### config.mk
export PLATFORM = sky130hd
export DESIGN_NAME = rom_arbiter
export DESIGN_NICKNAME = d
export VERILOG_FILES = /design/src/rtl/rom_arbiter.sv
export SDC_FILE = /design/constraint.sdc
export NUM_CORES = 1
export LEC_CHECK = 0
export CAP_MARGIN = 5
export CORE_ASPECT_RATIO = 1.75
export CORE_MARGIN = 3
export CORE_UTILIZATION = 35
export CTS_BUF_LIST = sky130_fd_sc_hd__clkbuf_8
export CTS_CLUSTER_SIZE = 14
export DETAILED_ROUTE_END_ITERATION = 12
export GPL_ROUTABILITY_DRIVEN = 0
export PLACE_DENSITY = 0.8
export REMOVE_ABC_BUFFERS = 1
export SLEW_MARGIN = 20
export SYNTH_ARGS = -nofsm -noshare
export SYNTH_HDL_FRONTEND = slang
export SYNTH_SLANG_ARGS = --single-unit
### constraint.sdc
create_clock -name clk -period 5.1 [get_ports clk]
set_input_delay 1.02 -clock clk [delete_from_list [all_inputs] [get_ports clk]]
set_output_delay 1.02 -clock clk [all_outputs]
set_load 0.1 [all_outputs]
### src/rtl/rom_arbiter.sv
// rom_arbiter: shares one single-read-port ROM between the instruction-fetch
// port (I, index 0) and the data-load port (D, index 1).
// Optional feature macro: ROM_ARB_RR_EN selects round-robin arbitration;
// when undefined, D has fixed priority over I.
// The ROM samples rom_addr on the falling edge. Its data is captured into a
// per-port one-entry response buffer on the following rising edge.

// Per-port one-entry response buffer {valid, data, err}.
module rom_arb_rsp (
  input  logic        clk,
  input  logic        rst_n,
  input  logic        gnt,
  input  logic        in_range,
  input  logic        rready,
  input  logic [31:0] rom_rd,
  output logic        rvalid,
  output logic [31:0] rdata,
  output logic        rerr
);
  typedef struct packed {
    logic        valid;
    logic [31:0] data;
    logic        err;
  } rsp_t;

  rsp_t rsp;

  // A grant always wins over a drain, so a drain and a grant in the same
  // cycle refill the buffer back-to-back. Out-of-range reads return 0.
  always_ff @(posedge clk or negedge rst_n) begin
    if (!rst_n)                  rsp <= '0;
    else if (gnt)                rsp <= '{valid: 1'b1,
                                          data:  in_range ? rom_rd : 32'd0,
                                          err:   !in_range};
    else if (rsp.valid && rready) rsp.valid <= 1'b0;
  end

  assign rvalid = rsp.valid;
  assign rdata  = rsp.data;
  assign rerr   = rsp.err;
endmodule

module rom_arbiter #(
  parameter int WORDS = 1024
) (
  input  logic        clk,
  input  logic        rst_n,
  input  logic        i_req,
  input  logic [31:2] i_addr,
  output logic        i_gnt,
  output logic        i_rvalid,
  input  logic        i_rready,
  output logic [31:0] i_rdata,
  output logic        i_rerr,
  input  logic        d_req,
  input  logic [31:2] d_addr,
  output logic        d_gnt,
  output logic        d_rvalid,
  input  logic        d_rready,
  output logic [31:0] d_rdata,
  output logic        d_rerr,
  output logic        rom_re,
  output logic [31:2] rom_addr,
  input  logic [31:0] rom_rd
);
  localparam int NUM_PORTS = 2;
  // Full 30-bit compare against the ROM depth, so high addresses never alias.
  localparam logic [29:0] LIMIT = 30'(WORDS);

  logic [NUM_PORTS-1:0]       req, rready, rvalid, rerr, elig, inr, gnt;
  logic [NUM_PORTS-1:0][29:0] addr;
  logic [NUM_PORTS-1:0][31:0] rdata;

  assign req    = {d_req, i_req};
  assign rready = {d_rready, i_rready};
  assign addr   = {d_addr, i_addr};

  genvar p;
  generate
    for (p = 0; p < NUM_PORTS; p++) begin : g_port
      // Eligible when the buffer is empty or draining this cycle.
      assign elig[p] = req[p] && (!rvalid[p] || rready[p]);
      assign inr[p]  = addr[p] < LIMIT;

      rom_arb_rsp u_rsp (
        .clk      (clk),
        .rst_n    (rst_n),
        .gnt      (gnt[p]),
        .in_range (inr[p]),
        .rready   (rready[p]),
        .rom_rd   (rom_rd),
        .rvalid   (rvalid[p]),
        .rdata    (rdata[p]),
        .rerr     (rerr[p])
      );
    end
  endgenerate

`ifdef ROM_ARB_RR_EN
  // Preferred port: 0 = I, 1 = D.
  logic ptr;

  // Round-robin: the preferred port wins a tie; a lone eligible port wins.
  always_comb begin
    gnt = '0;
    if (&elig) gnt[ptr] = 1'b1;
    else       gnt      = elig;
  end

  // After any grant, prefer the port that was not granted.
  always_ff @(posedge clk or negedge rst_n) begin
    if (!rst_n)    ptr <= 1'b0;
    else if (|gnt) ptr <= gnt[0];
  end
`else
  // Fixed priority, D over I; I can starve under continuous D traffic.
  always_comb begin
    gnt = '0;
    if (elig[1])      gnt[1] = 1'b1;
    else if (elig[0]) gnt[0] = 1'b1;
  end
`endif

  // ROM is only enabled for an in-range winner; the address is zero otherwise.
  always_comb begin
    rom_re   = |(gnt & inr);
    rom_addr = '0;
    if (rom_re) rom_addr = gnt[1] ? addr[1] : addr[0];
  end

  assign i_gnt    = gnt[0];
  assign d_gnt    = gnt[1];
  assign i_rvalid = rvalid[0];
  assign d_rvalid = rvalid[1];
  assign i_rdata  = rdata[0];
  assign d_rdata  = rdata[1];
  assign i_rerr   = rerr[0];
  assign d_rerr   = rerr[1];
endmodule

Yosys cells after proc, flatten, opt, wreduce, memory -nomap -nowiden
Cells that the tools add are included.
{ "totals": {"regBits": 68, "elab_cells": 33, "output_inout_bits": 101, "inputBits": 98} }
{ "classes": {"n_lt_le_gt_ge": 2, "mux": 11, "reduce_logical": 13, "bitwise": 1} }
{ "op_table": {"columns": ["cell", "n"], "rows": [
  ["two-way mux 32 bit", 2],
  ["< comparator 30 x 11 -> 1 bit, second input constant", 2],
  ["two-way mux 30 bit", 2],
  ["two-way mux 1 bit", 7],
  ["logical AND 1 bit", 4],
  ["zero test 1 bit", 4],
  ["nonzero test 2 bit", 2],
  ["bitwise AND 2 bit", 1],
  ["logical OR 1 bit", 2],
  ["OR reduction 2 bit", 1]
]} }

Logic depth before layout (Yosys ltp)
{ "logic_depth": {"word_depth": 8, "depth_mapped": 6, "ltp_nobuf": 5} }

Cells and area by module
From an unflattened synthesis, not the netlist that was laid out.
{ "unflattened": {"cells_unflattened": 371, "hier_area_um2": 3409.5} }
{ "modules_own_cells": {"columns": ["module", "area_each_um2", "instances", "seq_area_each_um2", "cells_each"], "rows": [
  ["rom_arb_rsp", 1446.4, 2, 850.8, 145],
  ["rom_arbiter", 516.7, 1, 0.0, 81]
]} }

Worst setup path before layout
No wires, ideal clock.
{ "synth_timing": {"kind": "input -> output", "startpoint": "in d_addr[15] (netlist bit)", "endpoint": "out rom_addr[2] (netlist bit)", "arrival_ps": 3579, "required_time_ps": 4080, "n_path_buf": 0, "slack_ps": 501, "path_stages": 3, "path_cell_list": "or4_4 -> or4_4 -> a21oi_1"} }
{ "synth_between": {"elab_chain_len": 4} }
{ "synth_lines": {"columns": ["element", "line", "source"], "rows": [
  ["start: declaration", "56", "input logic [31:2] d_addr,"],
  ["< comparator 30 x 11 -> 1 bit", "83", "assign inr[p] = addr[p] < LIMIT;"],
  ["bitwise AND 2 bit", "126", "rom_re = |(gnt & inr);"],
  ["OR reduction 2 bit", "126", null],
  ["two-way mux 30 bit", "128", "if (rom_re) rom_addr = gnt[1] ? addr[1] : addr[0];"],
  ["end: declaration", "63", "output logic [31:2] rom_addr,"]
]} }
Every way passes these cells.

Worst setup path in the final report
Ends and elaborated chain as after synthesis.

==> insert_results.sql <==
INSERT INTO impl_metrics (metric_group, metric, value, unit) VALUES
('status', 'run_status', 'finished clean', ''),
('detailed_routing', 'drc', '0', ''),
('timing', 'final.hold.worst_slack', '0.487', 'ns'),
('setup_path', 'r2r-start', 'g_port[1].u_rsp.rvalid', ''),
('timing', 'setup-tns-final', '0', 'ns'),
('timing', 'number_of_endpoints_with_negative_hold_slack_in_the_final_report', '0', ''),
('cts', 'ctsHoldBuffers', '0', ''),
('synth', 'mean_syn_cell_area', '13.1', 'µm²'),
('synth', 'ys_seq_elements', '68', ''),
('detailed_routing', 'vias_per_cell', '5.17', ''),
('cts', 'tritoncts.num_buffers', '9', ''),
('synth', 'syn-cell-area', '2870', 'µm²'),
('timing', 'grt_setup_unrepaired', 'no', ''),
('setup_path', 'worst-path-max-fanout', '12', ''),
('floorplan', 'die_area', '9360', 'µm²'),
('synth', 'syn-instance-count', '219', ''),
('placed_design', 'dp_worst_setup_slack', '0.885', 'ns'),
('layout', 'final_layout_size_suffix_gt1_share', '11.4', '%'),
('timing', 'min_period_over_period', '82.5', '%'),
('layout', 'multi_input_area', '1010', 'µm²'),
('detailed_routing', 'drt-wirelength-per-cell', '19.4', 'µm'),
('global_routing', 'global_route.usage.total', '20.4', '%'),
('placed_design', 'place.detailed.instances', '477', ''),
('setup_path', 'reg2reg_depth', '6', ''),
('power_and_ir_drop', 'report.power.total', '1.15', 'mW'),
('power_and_ir_drop', 'vdd_ir_drop_max', '167', 'µV'),
('setup_path', 'arrival', '3.19', 'ns'),
('global_routing', 'grt_max_degree', '64', ''),
('synth', 'synthTopCellsByArea', 'dfrtp_1 59%, a22o_1 20%, buf_4 5.2%', ''),
('floorplan', 'ioPinCount', '199', ''),
('global_routing', 'first_global_vias', '2697', ''),
('synth', 'synth.largest_area_cell', 'dfrtp_1', ''),
('timing', 'setup_viol', '0', ''),
('setup_path', 'r2r-end', 'g_port[0].u_rsp.rdata[25]', ''),
('detailed_routing', 'detail_route.iter0.violations', '95', ''),
('cts', 'tritoncts', 'done', ''),
('detailed_routing', 'firstDrtPassIters', '4', ''),
('synth', 'yosys_top_cell_area_share', '59.3', '%'),
('layout', 'finish.cell_count_without_fillers', '493', ''),
('layout', 'nets', '496', ''),
('global_routing', 'globalRouteOverflowTotal', '0', ''),
('layout', 'mostFrequentLayoutCells', '164 x clkdlybuf4s50_1, 68 x dfrtp_1, 64 x a22o_1, 20 x conb_1', ''),
('placed_design', 'port-buffer-count', '178', ''),
('synth', 'synthFlopType', 'dfrtp_1', ''),
('floorplan', 'die_x', '74.4', 'µm'),
('global_routing', 'grt_pass1_wl', '14200', 'µm'),
('global_routing', 'antenna_found_initial', '0', ''),
('cts', 'cts_max_level', '3', ''),
('cts', 'clk_transition_reported_paths', '0.07', 'ns'),
('timing', 'post-route-worst-setup-slack', '0.891', 'ns'),
('layout', 'final_util', '62.2', '%'),
('hold_path', 'worst_hold_path_type', 'in -> async', ''),
('layout', 'antenna_cells', '0', ''),
('cts', 'insertion_delay', '0.34', 'ns'),
('floorplan', 'die-height', '126', 'µm'),
('job', 'cap_violations', '0', ''),
('setup_path', 'critical_path_rt', '4.08', 'ns'),
('layout', 'n_fill_cell', '627', ''),
('synth', 'synth_edf_count', '0', ''),
('setup_path', 'worst-r2r-setup-slack', '3.25', 'ns'),
('timing', 'report.final.slew_viol_count', '0', ''),
('setup_path', 'end_kind', 'primary output', ''),
('layout', 'area_growth_syn_to_layout', '72.7', '%'),
('timing', 'period_minus_slack', '4.21', 'ns'),
('setup_path', 'cp-start-kind', 'input port', ''),
('synth', 'synth_cell_type_count', '22', ''),
('layout', 'layout.cells.most_common', 'clkdlybuf4s50_1', ''),
('placed_design', 'place_hpwl', '7230', 'µm'),
('layout', 'design_area', '4950', 'µm²'),
('cts', 'cts_setup_buffers', '0', ''),
('timing', 'worst_clock_skew', '0.00730', 'ns');
==> where the power goes <==
| part | total [mW] | internal [mW] | switching (mW) |
|---|---|---|---|
| Combinational | 0.216 | 0.0797 | 0.136 |
| Clock | 0.397 | 0.210 | 0.187 |
| Sequential | 0.542 | 0.541 | 0.000875 |
| Total | 1.15 | 0.831 | 0.324 |
==> registers in the layout, summed over array words and instances (netlist names) <==
signal               count
g_port.u_rsp.rvalid      2
g_port.u_rsp.rerr        2
g_port.u_rsp.rdata      64
==> layout make-up <==
type	count	share of cell area, %
flip-flops and latches	68	34.3
inverters	3	0.227
well taps	90	2.27
clock buffers	12	3.33
multi-input cells	132	20.4
clock inverters	4	0.328
repair buffers	184	39.1
==> how the worst max path moves through the flow <==
stage	from	slack, ns	to	depth (start not counted)
after global routing	d_addr[15]	0.84	rom_addr[2]	5
after CTS	d_addr[15]	0.88	rom_addr[2]	5
after global placement	d_addr[15]	0.89	rom_addr[2]	5
after detailed placement	d_addr[15]	0.89	rom_addr[2]	5
final	d_addr[15]	0.89	rom_addr[2]	5
after floorplan	d_rready	-0.35	rom_addr[2]	5
==> worst max-delay path: stages <==
cell and delay (ns):
clkdlybuf4s50_1 0.40, or4_4 0.56, or4_4 0.66, a21oi_1 0.32, buf_12 0.22
==> synthesized netlist by cell type (2+ instances only) <==
| cell type | instances |
|---|---|
| mux2i_1 | 10 |
| a21oi_2 | 9 |
| nand2_1 | 7 |
| nor4_1 | 9 |
| or4_4 | 2 |
| dfrtp_1 | 68 |
| nand2b_1 | 2 |
| buf_2 | 8 |
| a22o_1 | 64 |
| buf_4 | 20 |
| clkbuf_1 | 6 |
| o21a_1 | 2 |
| inv_1 | 3 |
==> cells by family after synthesis <==
logic type             Yosys count  synth area share (%)
AOI/OAI and AO/OA               77                  23.2
DFF                             68                  59.3
buffers and inverters           38                  8.20
and+or+nand+nor                 25                  5.63
muxes                           10                  3.49
other                            1                 0.131
==> layer usage <==
metal	vias up	routed length (µm)	track usage, %
met2	158	5150	36.8
met4	0	200	8.07
met1	1236	3280	21.0
li1	1142	-	-
met3	11	944	6.55
met5	-	0	0
Power figures use the tool's default switching activity.
